<file path="config.mk">
export PLATFORM = sky130hd
export DESIGN_NAME = wb_stage
export DESIGN_NICKNAME = d
export VERILOG_FILES = /design/src/rtl/wb_stage_pkg.sv /design/src/rtl/wb_stage_cp0.sv /design/src/rtl/wb_stage.sv
export SDC_FILE = /design/constraint.sdc
export NUM_CORES = 1
export LEC_CHECK = 0
export CAP_MARGIN = 40
export CORE_MARGIN = 4
export CORE_UTILIZATION = 35
export CTS_CLUSTER_DIAMETER = 150
export DETAILED_ROUTE_END_ITERATION = 8
export GPL_TIMING_DRIVEN = 0
export SETUP_SLACK_MARGIN = 0.4
export SLEW_MARGIN = 20
export SYNTH_ARGS = -nofsm -noshare
export SYNTH_HDL_FRONTEND = slang
export SYNTH_SLANG_ARGS = --single-unit
</file>
<file path="constraint.sdc">
create_clock -name clk -period 2.88 [get_ports clk]
set_input_delay 0.864 -clock clk [delete_from_list [all_inputs] [get_ports clk]]
set_output_delay 0.864 -clock clk [all_outputs]
set_load 0.01 [all_outputs]
</file>
<file path="src/rtl/wb_stage_pkg.sv">
// Shared definitions for the write-back stage: bus layout, exception
// codes, CP0 register selects and reset constants.
package wb_stage_pkg;

    localparam int          MS_WS_BUS_WD = 121;
    localparam logic [31:0] EX_ENTRY_DEF = 32'hBFC0_0380;

    // Bit offsets of the memory-to-WB bus fields
    localparam int RT_LSB   = 89;
    localparam int BD_BIT   = 88;
    localparam int EXT_LSB  = 85;
    localparam int ERET_BIT = 84;
    localparam int RDS_LSB  = 76;
    localparam int SEL_LSB  = 73;
    localparam int MTC0_BIT = 72;
    localparam int MFC0_BIT = 71;
    localparam int DV_BIT   = 70;
    localparam int GRWE_BIT = 69;
    localparam int DEST_LSB = 64;
    localparam int RES_LSB  = 32;
    localparam int PC_LSB   = 0;

    typedef enum logic [2:0] {
        EXT_NONE = 3'd0,
        EXT_SYS  = 3'd1,
        EXT_BRK  = 3'd2,
        EXT_RI   = 3'd3,
        EXT_OV   = 3'd4,
        EXT_ADEL = 3'd5,
        EXT_ADES = 3'd6,
        EXT_RSV  = 3'd7
    } ex_type_e;

    localparam logic [4:0] EXC_INT  = 5'd0;
    localparam logic [4:0] EXC_ADEL = 5'd4;
    localparam logic [4:0] EXC_ADES = 5'd5;
    localparam logic [4:0] EXC_SYS  = 5'd8;
    localparam logic [4:0] EXC_BP   = 5'd9;
    localparam logic [4:0] EXC_RI   = 5'd10;
    localparam logic [4:0] EXC_OV   = 5'd12;

    typedef enum logic [2:0] {
        SEL_STATUS  = 3'd0,
        SEL_CAUSE   = 3'd1,
        SEL_EPC     = 3'd2,
        SEL_COUNT   = 3'd3,
        SEL_COMPARE = 3'd4,
        SEL_BADV    = 3'd5,
        SEL_RSV6    = 3'd6,
        SEL_RSV7    = 3'd7
    } cp0_sel_e;

    localparam logic [31:0] STATUS_RST = 32'h0040_0000;

    // Field order matches the offsets above, MSB first
    typedef struct packed {
        logic [31:0] rt_value;
        logic        bd;
        logic [2:0]  ex_type;
        logic        eret;
        logic [7:0]  rd_sel;
        logic [2:0]  cp0_choose;
        logic        mtc0;
        logic        mfc0;
        logic        dest_valid;
        logic        gr_we;
        logic [4:0]  dest;
        logic [31:0] final_result;
        logic [31:0] pc;
    } ms_ws_bus_t;

    function automatic logic is_exc(logic [2:0] t);
        return (t != EXT_NONE) && (t != EXT_RSV);
    endfunction

    function automatic logic [4:0] exc_code(logic [2:0] t);
        logic [4:0] c;
        c = EXC_INT;
        case (t)
            EXT_SYS:  c = EXC_SYS;
            EXT_BRK:  c = EXC_BP;
            EXT_RI:   c = EXC_RI;
            EXT_OV:   c = EXC_OV;
            EXT_ADEL: c = EXC_ADEL;
            EXT_ADES: c = EXC_ADES;
            default:  c = EXC_INT;
        endcase
        return c;
    endfunction

endpackage

</file>
<file path="src/rtl/wb_stage_cp0.sv">
// CP0 register file: Status, Cause, EPC, Count, Compare, BadVAddr,
// plus the timer and interrupt-pending logic.
// Ports: clk_i/reset_i; ext_int_i hardware lines; wen_i/waddr_i/wdata_i
// mtc0 write; exc_i/exc_code_i/bd_i/pc_i/badv_we_i/badv_i exception
// commit; eret_i; raddr_i/rdata_o mfc0 read; epc_o; int_req_o.
module cp0_regs
    import wb_stage_pkg::*;
(
    input  logic        clk_i,
    input  logic        reset_i,
    input  logic [5:0]  ext_int_i,
    input  logic        wen_i,
    input  logic [2:0]  waddr_i,
    input  logic [31:0] wdata_i,
    input  logic        exc_i,
    input  logic [4:0]  exc_code_i,
    input  logic        bd_i,
    input  logic [31:0] pc_i,
    input  logic        badv_we_i,
    input  logic [31:0] badv_i,
    input  logic        eret_i,
    input  logic [2:0]  raddr_i,
    output logic [31:0] rdata_o,
    output logic [31:0] epc_o,
    output logic        int_req_o
);

    logic [7:0]  im_q, im_d;
    logic        exl_q, exl_d;
    logic        ie_q, ie_d;
    logic        bd_q, bd_d;
    logic        ti_q, ti_d;
    logic [5:0]  ip_hw_q, ip_hw_d;
    logic [1:0]  ip_sw_q, ip_sw_d;
    logic [4:0]  code_q, code_d;
    logic [31:0] epc_q, epc_d;
    logic [31:0] count_q, count_d;
    logic [31:0] compare_q, compare_d;
    logic [31:0] badv_q, badv_d;
    logic        tick_q, tick_d;

    logic [31:0] status_w;
    logic [31:0] cause_w;

    assign status_w = STATUS_RST | {16'h0, im_q, 6'h0, exl_q, ie_q};
    assign cause_w  = {bd_q, ti_q, 14'h0, ip_hw_q, ip_sw_q,
                       1'b0, code_q, 2'b00};

    always_comb begin
        im_d      = im_q;
        exl_d     = exl_q;
        ie_d      = ie_q;
        bd_d      = bd_q;
        ti_d      = ti_q;
        ip_sw_d   = ip_sw_q;
        code_d    = code_q;
        epc_d     = epc_q;
        compare_d = compare_q;
        badv_d    = badv_q;
        // Count advances on every other cycle
        tick_d    = ~tick_q;
        count_d   = tick_q ? count_q + 32'd1 : count_q;
        // Hardware IP bits track the lines each cycle; IP7 also carries TI
        ip_hw_d   = {ext_int_i[5] | ti_q, ext_int_i[4:0]};

        if (count_q == compare_q) begin
            ti_d = 1'b1;
        end

        // Software writes take priority over timer match and count tick
        if (wen_i) begin
            case (waddr_i)
                SEL_STATUS: begin
                    im_d  = wdata_i[15:8];
                    exl_d = wdata_i[1];
                    ie_d  = wdata_i[0];
                end
                SEL_CAUSE:   ip_sw_d = wdata_i[9:8];
                SEL_EPC:     epc_d   = wdata_i;
                SEL_COUNT: begin
                    count_d = wdata_i;
                    tick_d  = 1'b0;
                end
                SEL_COMPARE: begin
                    compare_d = wdata_i;
                    ti_d      = 1'b0;
                end
                SEL_BADV:    badv_d  = wdata_i;
                default: ;
            endcase
        end

        if (exc_i) begin
            exl_d  = 1'b1;
            code_d = exc_code_i;
            // A nested exception keeps the original return point
            if (!exl_q) begin
                bd_d  = bd_i;
                epc_d = bd_i ? pc_i - 32'd4 : pc_i;
            end
            if (badv_we_i) begin
                badv_d = badv_i;
            end
        end else if (eret_i) begin
            exl_d = 1'b0;
        end
    end

    always_ff @(posedge clk_i) begin
        if (reset_i) begin
            im_q      <= 8'h0;
            exl_q     <= 1'b0;
            ie_q      <= 1'b0;
            bd_q      <= 1'b0;
            ti_q      <= 1'b0;
            ip_hw_q   <= 6'h0;
            ip_sw_q   <= 2'h0;
            code_q    <= 5'h0;
            epc_q     <= 32'h0;
            count_q   <= 32'h0;
            compare_q <= 32'h0;
            badv_q    <= 32'h0;
            tick_q    <= 1'b0;
        end else begin
            im_q      <= im_d;
            exl_q     <= exl_d;
            ie_q      <= ie_d;
            bd_q      <= bd_d;
            ti_q      <= ti_d;
            ip_hw_q   <= ip_hw_d;
            ip_sw_q   <= ip_sw_d;
            code_q    <= code_d;
            epc_q     <= epc_d;
            count_q   <= count_d;
            compare_q <= compare_d;
            badv_q    <= badv_d;
            tick_q    <= tick_d;
        end
    end

    always_comb begin
        rdata_o = 32'h0;
        case (raddr_i)
            SEL_STATUS:  rdata_o = status_w;
            SEL_CAUSE:   rdata_o = cause_w;
            SEL_EPC:     rdata_o = epc_q;
            SEL_COUNT:   rdata_o = count_q;
            SEL_COMPARE: rdata_o = compare_q;
            SEL_BADV:    rdata_o = badv_q;
            default:     rdata_o = 32'h0;
        endcase
    end

    assign epc_o     = epc_q;
    assign int_req_o = ie_q && !exl_q
                    && |({ip_hw_q, ip_sw_q} & im_q);

endmodule

</file>
<file path="src/rtl/wb_stage.sv">
// Write-back stage: commits the memory-stage result to the register
// file, resolves exceptions/interrupts/eret and drives flush+redirect.
// Ports: clk/reset; ms_to_ws_valid/ms_to_ws_bus/ws_allowin handshake;
// ext_int_in; rf_we/rf_waddr/rf_wdata; ws_to_ds_fw forwarding;
// ex_flush/ex_target redirect; debug_wb_* trace.
module wb_stage
    import wb_stage_pkg::*;
#(
    parameter logic [31:0] EX_ENTRY = EX_ENTRY_DEF,
    parameter int          BUS_WD   = MS_WS_BUS_WD
) (
    input  logic              clk,
    input  logic              reset,
    input  logic              ms_to_ws_valid,
    input  logic [BUS_WD-1:0] ms_to_ws_bus,
    output logic              ws_allowin,
    input  logic [5:0]        ext_int_in,
    output logic              rf_we,
    output logic [4:0]        rf_waddr,
    output logic [31:0]       rf_wdata,
    output logic [38:0]       ws_to_ds_fw,
    output logic              ex_flush,
    output logic [31:0]       ex_target,
    output logic [31:0]       debug_wb_pc,
    output logic [3:0]        debug_wb_rf_wen,
    output logic [4:0]        debug_wb_rf_wnum,
    output logic [31:0]       debug_wb_rf_wdata
);

    logic              ws_valid_q, ws_valid_d;
    logic [BUS_WD-1:0] ws_bus_q, ws_bus_d;
    logic              ws_ready_go;
    ms_ws_bus_t        b;

    logic        int_req;
    logic        ws_exc;
    logic        cp0_wen;
    logic        cp0_eret;
    logic        badv_we;
    logic [4:0]  code;
    logic [31:0] cp0_rdata;
    logic [31:0] epc;
    logic        fw_valid;
    logic [7:0]  unused_rd_sel;

    assign b             = ms_ws_bus_t'(ws_bus_q);
    assign unused_rd_sel = b.rd_sel;

    assign ws_ready_go = 1'b1;
    assign ws_allowin  = !ws_valid_q || ws_ready_go;

    always_comb begin
        ws_valid_d = ws_valid_q;
        ws_bus_d   = ws_bus_q;
        if (ex_flush) begin
            ws_valid_d = 1'b0;
        end else if (ws_allowin) begin
            ws_valid_d = ms_to_ws_valid;
        end
        if (ms_to_ws_valid && ws_allowin) begin
            ws_bus_d = ms_to_ws_bus;
        end
    end

    always_ff @(posedge clk) begin
        if (reset) begin
            ws_valid_q <= 1'b0;
            ws_bus_q   <= '0;
        end else begin
            ws_valid_q <= ws_valid_d;
            ws_bus_q   <= ws_bus_d;
        end
    end

    // An interrupt outranks whatever exception the instruction carries
    assign ws_exc   = ws_valid_q && (int_req || is_exc(b.ex_type));
    assign code     = int_req ? EXC_INT : exc_code(b.ex_type);
    assign badv_we  = !int_req
                   && (b.ex_type == EXT_ADEL || b.ex_type == EXT_ADES);
    assign cp0_wen  = ws_valid_q && b.mtc0 && !ws_exc;
    assign cp0_eret = ws_valid_q && b.eret && !ws_exc;

    cp0_regs u_cp0 (
        .clk_i      (clk),
        .reset_i    (reset),
        .ext_int_i  (ext_int_in),
        .wen_i      (cp0_wen),
        .waddr_i    (b.cp0_choose),
        .wdata_i    (b.rt_value),
        .exc_i      (ws_exc),
        .exc_code_i (code),
        .bd_i       (b.bd),
        .pc_i       (b.pc),
        .badv_we_i  (badv_we),
        .badv_i     (b.final_result),
        .eret_i     (cp0_eret),
        .raddr_i    (b.cp0_choose),
        .rdata_o    (cp0_rdata),
        .epc_o      (epc),
        .int_req_o  (int_req)
    );

    assign ex_flush  = ws_exc || (ws_valid_q && b.eret);
    assign ex_target = ws_exc ? EX_ENTRY : epc;

    assign rf_we    = ws_valid_q && b.gr_we && !ws_exc;
    assign rf_waddr = b.dest;
    assign rf_wdata = b.mfc0 ? cp0_rdata : b.final_result;
    assign fw_valid = ws_valid_q && b.dest_valid && !ws_exc;

    assign ws_to_ds_fw = {1'b0, fw_valid, b.dest, rf_wdata};

    assign debug_wb_pc       = b.pc;
    assign debug_wb_rf_wen   = {4{rf_we}};
    assign debug_wb_rf_wnum  = rf_waddr;
    assign debug_wb_rf_wdata = rf_wdata;

endmodule
</file>
After elaboration in Yosys (flattened, before gate mapping)
Index checks and enable logic that the tools add are counted.
- register bits after elaboration: 276
- input bits: 130
- output and inout port bits: 184
- logic and storage cells: 90
- add/subtract/negate cells: 2
- equal/unequal tests: 13
- multiplexer cells: 26
- bitwise gates (word level): 4
- reduce and logical (&&, ||, !) cells: 30
- operator list (kind ; count):
    32-bit 2-to-1 mux ; 14
    32-bit case mux with 6 select lines ; 1
    32-bit by 1-bit adder with 32-bit output (second input constant) ; 1
    32-bit == test ; 1
    32-bit by 3-bit subtractor with 32-bit output (second input constant) ; 1
    4-bit case mux with 6 select lines ; 1
    3-bit == test (second input constant) ; 5
    1-bit logical AND ; 13
    3-bit by 2-bit == test with 1-bit output (second input constant) ; 4
    2-bit AND reduction ; 5
    1-bit 2-to-1 mux ; 9
    3-bit nonzero test ; 3
    8-bit bitwise AND ; 1
    8-bit OR reduction ; 1
    3-bit by 1-bit == test with 1-bit output (second input constant) ; 2
    5-bit 2-to-1 mux ; 1
    1-bit zero test ; 3
    3-bit zero test ; 1
    1-bit logical OR ; 3
    3-bit inequality test (second input constant) ; 1
    1-bit inverter ; 2
    2-bit OR reduction ; 1
    1-bit OR ; 1

Longest topological paths before layout
- depth after elaboration: 10
- mapped depth: 9
- depth with buffers taken out: 7

Hierarchy
Synthesis repeated with hierarchy kept, for this count alone.
- cell total of the unflattened synthesis: 1633
- area total of the unflattened synthesis: 14535.2 sq um
- modules (own cells, without submodules) (module ; times used ; cells each ; area each (sq um) ; sequential area each (sq um)):
    cp0_regs ; 1 ; 1041 ; 8715.9 ; 3083.0
    wb_stage ; 1 ; 592 ; 5819.3 ; 2282.2

Worst setup path before layout
No wires, ideal clock.
- kind: reg2out
- from: reg ws_bus_q[75] (netlist: b[75])
- to: out rf_wdata[14]
- data arrival time: 2086 ps
- data required time: 2016 ps
- slack: -70 ps
- cell stages (with the launch flop): 9
- cells stage by stage: dfxtp_1 clkbuf_1 buf_1 clkbuf_1 mux2i_1 o211ai_1 o211ai_1 o21ai_0 buf_4
- cells in the longest elaborated chain, start to end: 3
- elaborated cells on any way between the ends: 8
- those cells by class: 5 x eq/ne; 2 x mux; 1 x reduce/logical
- ends and longest elaborated chain (element ; RTL line ; source):
    start: declaration ; wb_stage.sv:31 ; logic [BUS_WD-1:0] ws_bus_q, ws_bus_d;
    start signal: assignment ; wb_stage.sv:71 ; ws_bus_q <= ws_bus_d;
    3-bit == test (tied with other cells) ; wb_stage_cp0.sv:143 ; case (raddr_i)
    32-bit case mux with 6 select lines * ; wb_stage_cp0.sv:143 ;
    32-bit 2-to-1 mux * ; wb_stage.sv:108 ; assign rf_wdata = b.mfc0 ? cp0_rdata : b.final_result;
    end: declaration ; wb_stage.sv:20 ; output logic [31:0] rf_wdata,
Every way passes the cells marked *; elsewhere a longest branch is shown, timed or not.

Worst setup path in the final report
- from: reg u_cp0.ip_sw_q[1]
- to: out debug_wb_rf_wen[0]
- cells in the longest elaborated chain, start to end: 7
- ends and longest elaborated chain (element ; RTL line ; source):
    start: declaration ; wb_stage_cp0.sv:34 ; logic [1:0] ip_sw_q, ip_sw_d;
    start signal: assignment ; wb_stage_cp0.sv:131 ; ip_sw_q <= ip_sw_d;
    8-bit bitwise AND ; wb_stage_cp0.sv:156 ; && |({ip_hw_q, ip_sw_q} & im_q);
    8-bit OR reduction ; wb_stage_cp0.sv:156 ;
    1-bit logical AND ; wb_stage_cp0.sv:156 ;
    1-bit logical OR ; wb_stage.sv:76 ; assign ws_exc = ws_valid_q && (int_req || is_exc(b.ex_type));
    1-bit logical AND ; wb_stage.sv:76 ;
    1-bit zero test ; wb_stage.sv:106 ; assign rf_we = ws_valid_q && b.gr_we && !ws_exc;
    1-bit logical AND ; wb_stage.sv:106 ;
    end: declaration ; wb_stage.sv:25 ; output logic [3:0] debug_wb_rf_wen,
Every way passes these cells.

==> qor.yml <==
setup_ws_ns: -0.572
drc: 0
hold_path.class: "register to register"
post_drt_wl_per_cell_um: 24.3
p_int_uw: 7340
wl_um: 64500
synthMostInstantiatedCell: "dfxtp_1"
cap_violations: 0
synth_compound_area_share_pct: 14.2
power_switching_uw: 2860
gp_congestion: 0.947
grt_max_degree: 15
postSynthAreaPerCell_um2: 8.57
wl_met3_um: 5450
leakage_uw: 0.00968
cp-start-kind: "register"
switching_share_pct: 28.0
yosysTopAreaCell: "dfxtp_1"
regToRegEndpoint: "u_cp0.badv_q[28]"
fin_nets: 2240
rsz0062_at_grt: "yes"
coreArea_um2: 39800
violations: "negative setup slack"
cp-startpoint: "u_cp0.ip_sw_q[1]"
fp.dieH_um: 209
dieArea_um2: 43700
finClkSkew_ns: 0.0123
ys_seq_elements: 267
status: "finished with violations"
grt_pass1_vias: 14000
critical_path.most_common_cell: "buf_6"
track_usage_pct: 27.1
met1_length_um: 26100
fin_setup_tns_ns: -54.33
placed_cells: 2479
power_frac_seq_pct: 40.3
synth_cell_types: 69
cts_htree_levels: 1
synthSimpleGateAreaFrac_pct: 18.3
synth_top_family_by_area: "simple AND/OR/NAND/NOR gates"
slew_violations: 0
cellPowerDensity_nw_per_um2: 459
portBuffers: 302
grt-ovfl-total: 0
max_stage_delay_ns: 0.50
cp_slowest_cell: "o41a_1"
worstSkewPairLatency_ns: 0.57
stdcell_count: 2655
io_pins: 314
endpoint_kind: "primary output"
critPathArrivalTime_ns: 2.59
synth-adder-area-share_pct: 0.177
firstDrtPassIters: 5
cts_tree: "built"
crit_path_end: "debug_wb_rf_wen[0]"
initial_core_util_pct: 35.5
num_rows: 73
slew_headroom_pct: 34.8
setup_viol: 135
vias_per_cell: 5.46
synth.area.top_cells: "dfxtp_1, mux2i_1, nor2_1"
synth_xor_area_share_pct: 5.26
postSynthCellCount: 1651
hold_violations: 0
layout-drive-gt1-share_pct: 34.8
clk_path_buf_depth: 3
area_delta_synth_final_pct: 56.9
min_period_ns: 3.45
crit_fanout: 4
r2r-start: "u_cp0.ip_sw_q[1]"
antenna_found_initial: 2
clkPwrFrac_pct: 39.2
wl_met2_um: 29900
clkTransAtPathRegs_ns: 0.06
diodes: 0
required_ns: 2.02
seq_area_frac_synth_pct: 37.8
period_share_pct: 120
path_class: "register to primary output"
synthFlopType: "dfxtp_1"
worst_pin_slew_ns: 0.977
synth_commonest_cells: "dfxtp_1, nor2_1, mux2i_1, nand2_1, buf_4"
rrSetupSlack_ns: 0.40
root_buffer: "clkbuf_16"
postRouteAntennaNets: 0
initialDrtViolationCount: 1227
clock_sinks: 267
yosys_warnings: 0
share_comb_of_total_power_pct: 20.5
reg2reg_depth: 11
synth_nets: 1783
dp.final_hpwl_um: 47300
syn_area_um2: 14200
synthArstFlopShare_pct: 0
synth_mux_area_share_pct: 13.1
via_count: 14500
top_layer: "met5"
numCtsBuffers: 31
synth_top_area_share_pct: 37.8
ir_drop_v: 0.000447
die_x_um: 209
synth_edf_count: 0
grt_pass1_wl_um: 90900
fmax_mhz: 290
crit_chain: "a22o_1 -> o41a_1 -> buf_6 -> buf_12 -> nor2_4 -> and3_4 -> buf_6 -> buf_6 -> buf_6"
## cells by family after synthesis
kind of cell,count (synthesis)
fa+ha+maj,2
other cells,2
xor+xnor,85
simple gates,560
mux,185
buf+inv,285
compound gates,265
flops,267
## worst max-delay path: cells and delay by family (launching register included)
| kind | cells | cell delay, ns |
|---|---|---|
| flip-flops | 1 | 0.34 |
| buffers and inverters | 5 | 0.56 |
| AND/OR/NAND/NOR | 2 | 0.37 |
| AO/OA/AOI/OAI | 2 | 0.75 |
## routing by layer
metal  vias to the layer above  track usage, %
met1                      6959            34.8
met2                       748            44.8
li1                       6624               -
met3                       175            5.61
met5                         -               0
met4                         2            10.4
## area by class of cell
cell class	instances	area (um^2)
inverters	41	154
flip-flops and latches	267	5460
plain buffers	244	1990
clock inverters	10	100
well taps	525	657
repair buffers	424	4360
fillers	3565	17600
clock buffers	45	918
multi-input cells	1099	8560
## power by group through the flow
| stage | combinational [uW] | sequential, uW | clock, uW |
|---|---|---|---|
| 6_report | 2090 | 4100 | 3990 |
| 5_1_grt | 2210 | 4110 | 4170 |
| 4_1_cts | 1910 | 4090 | 4010 |
| 3_5_place_dp | 1660 | 4150 | 0 |
| 3_3_place_gp | 1640 | 4150 | 0 |
| 2_1_floorplan | 888 | 4020 | 0 |
## through the flow
stage	total power (uW)	setup slack (ns)	hold slack, ns	utilization, %	instance area, um^2
finish	10200	-0.572	0.487	55.8	22200
global route	10500	-0.588	0.500	55.8	22200
CTS	10000	-0.551	0.485	52.7	21000
detailed placement	5810	-0.837	0.469	45.5	18100
global placement	5800	-0.785	0.463	45.5	18100
floorplan	4910	0.313	0.429	-	14400
## layout by cell type (no fill, tap or decap), types with 21 or more instances in the layout
master,synthesis,routed
nor2_1,248,239
xor2_1,56,56
nand2_1,140,125
dfxtp_2,0,25
o21ai_0,37,23
xnor2_1,29,29
clkbuf_16,0,40
inv_1,41,41
dfxtp_4,0,22
a221oi_4,0,23
clkbuf_2,1,22
a21oi_1,24,21
a211oi_1,37,37
clkdlybuf4s50_1,0,148
clkbuf_1,99,53
buf_4,118,157
dfxtp_1,267,220
buf_6,4,190
mux2i_1,180,175
buf_2,10,34
## state kept, by name (all words and copies together), names as in the netlist
register	count
u_cp0.ip_hw_q	6
u_cp0.compare_q	32
u_cp0.ip_sw_q	2
ws_valid_q	1
u_cp0.count_q	32
u_cp0.ie_q	1
u_cp0.bd_q	1
u_cp0.epc_o	32
b	113
u_cp0.im_q	8
u_cp0.badv_q	32
u_cp0.ti_q	1
u_cp0.code_q	4
u_cp0.exl_q	1
u_cp0.tick_q	1
## worst min path at each step
stage,startpoint,cells after the start,slack (ns),to
detailed placement,u_cp0.badv_q[2],2,0.47,u_cp0.badv_q[2]
finish,u_cp0.badv_q[2],2,0.49,u_cp0.badv_q[2]
global placement,u_cp0.badv_q[3],2,0.46,u_cp0.badv_q[3]
CTS,u_cp0.badv_q[2],2,0.49,u_cp0.badv_q[2]
floorplan,u_cp0.code_q[1],2,0.43,u_cp0.code_q[1]
global route,u_cp0.code_q[1],2,0.50,u_cp0.code_q[1]
## repair_timing
item	4_1_cts	5_1_grt
pin swaps	73	60
resized for setup	881	288
setup endpoints to repair	293	238
endpoints found under the hold margin	0	0
gates cloned	7	2
hold buffers	0	0
setup buffers	78	33
(Power assumes the default switching activity.)
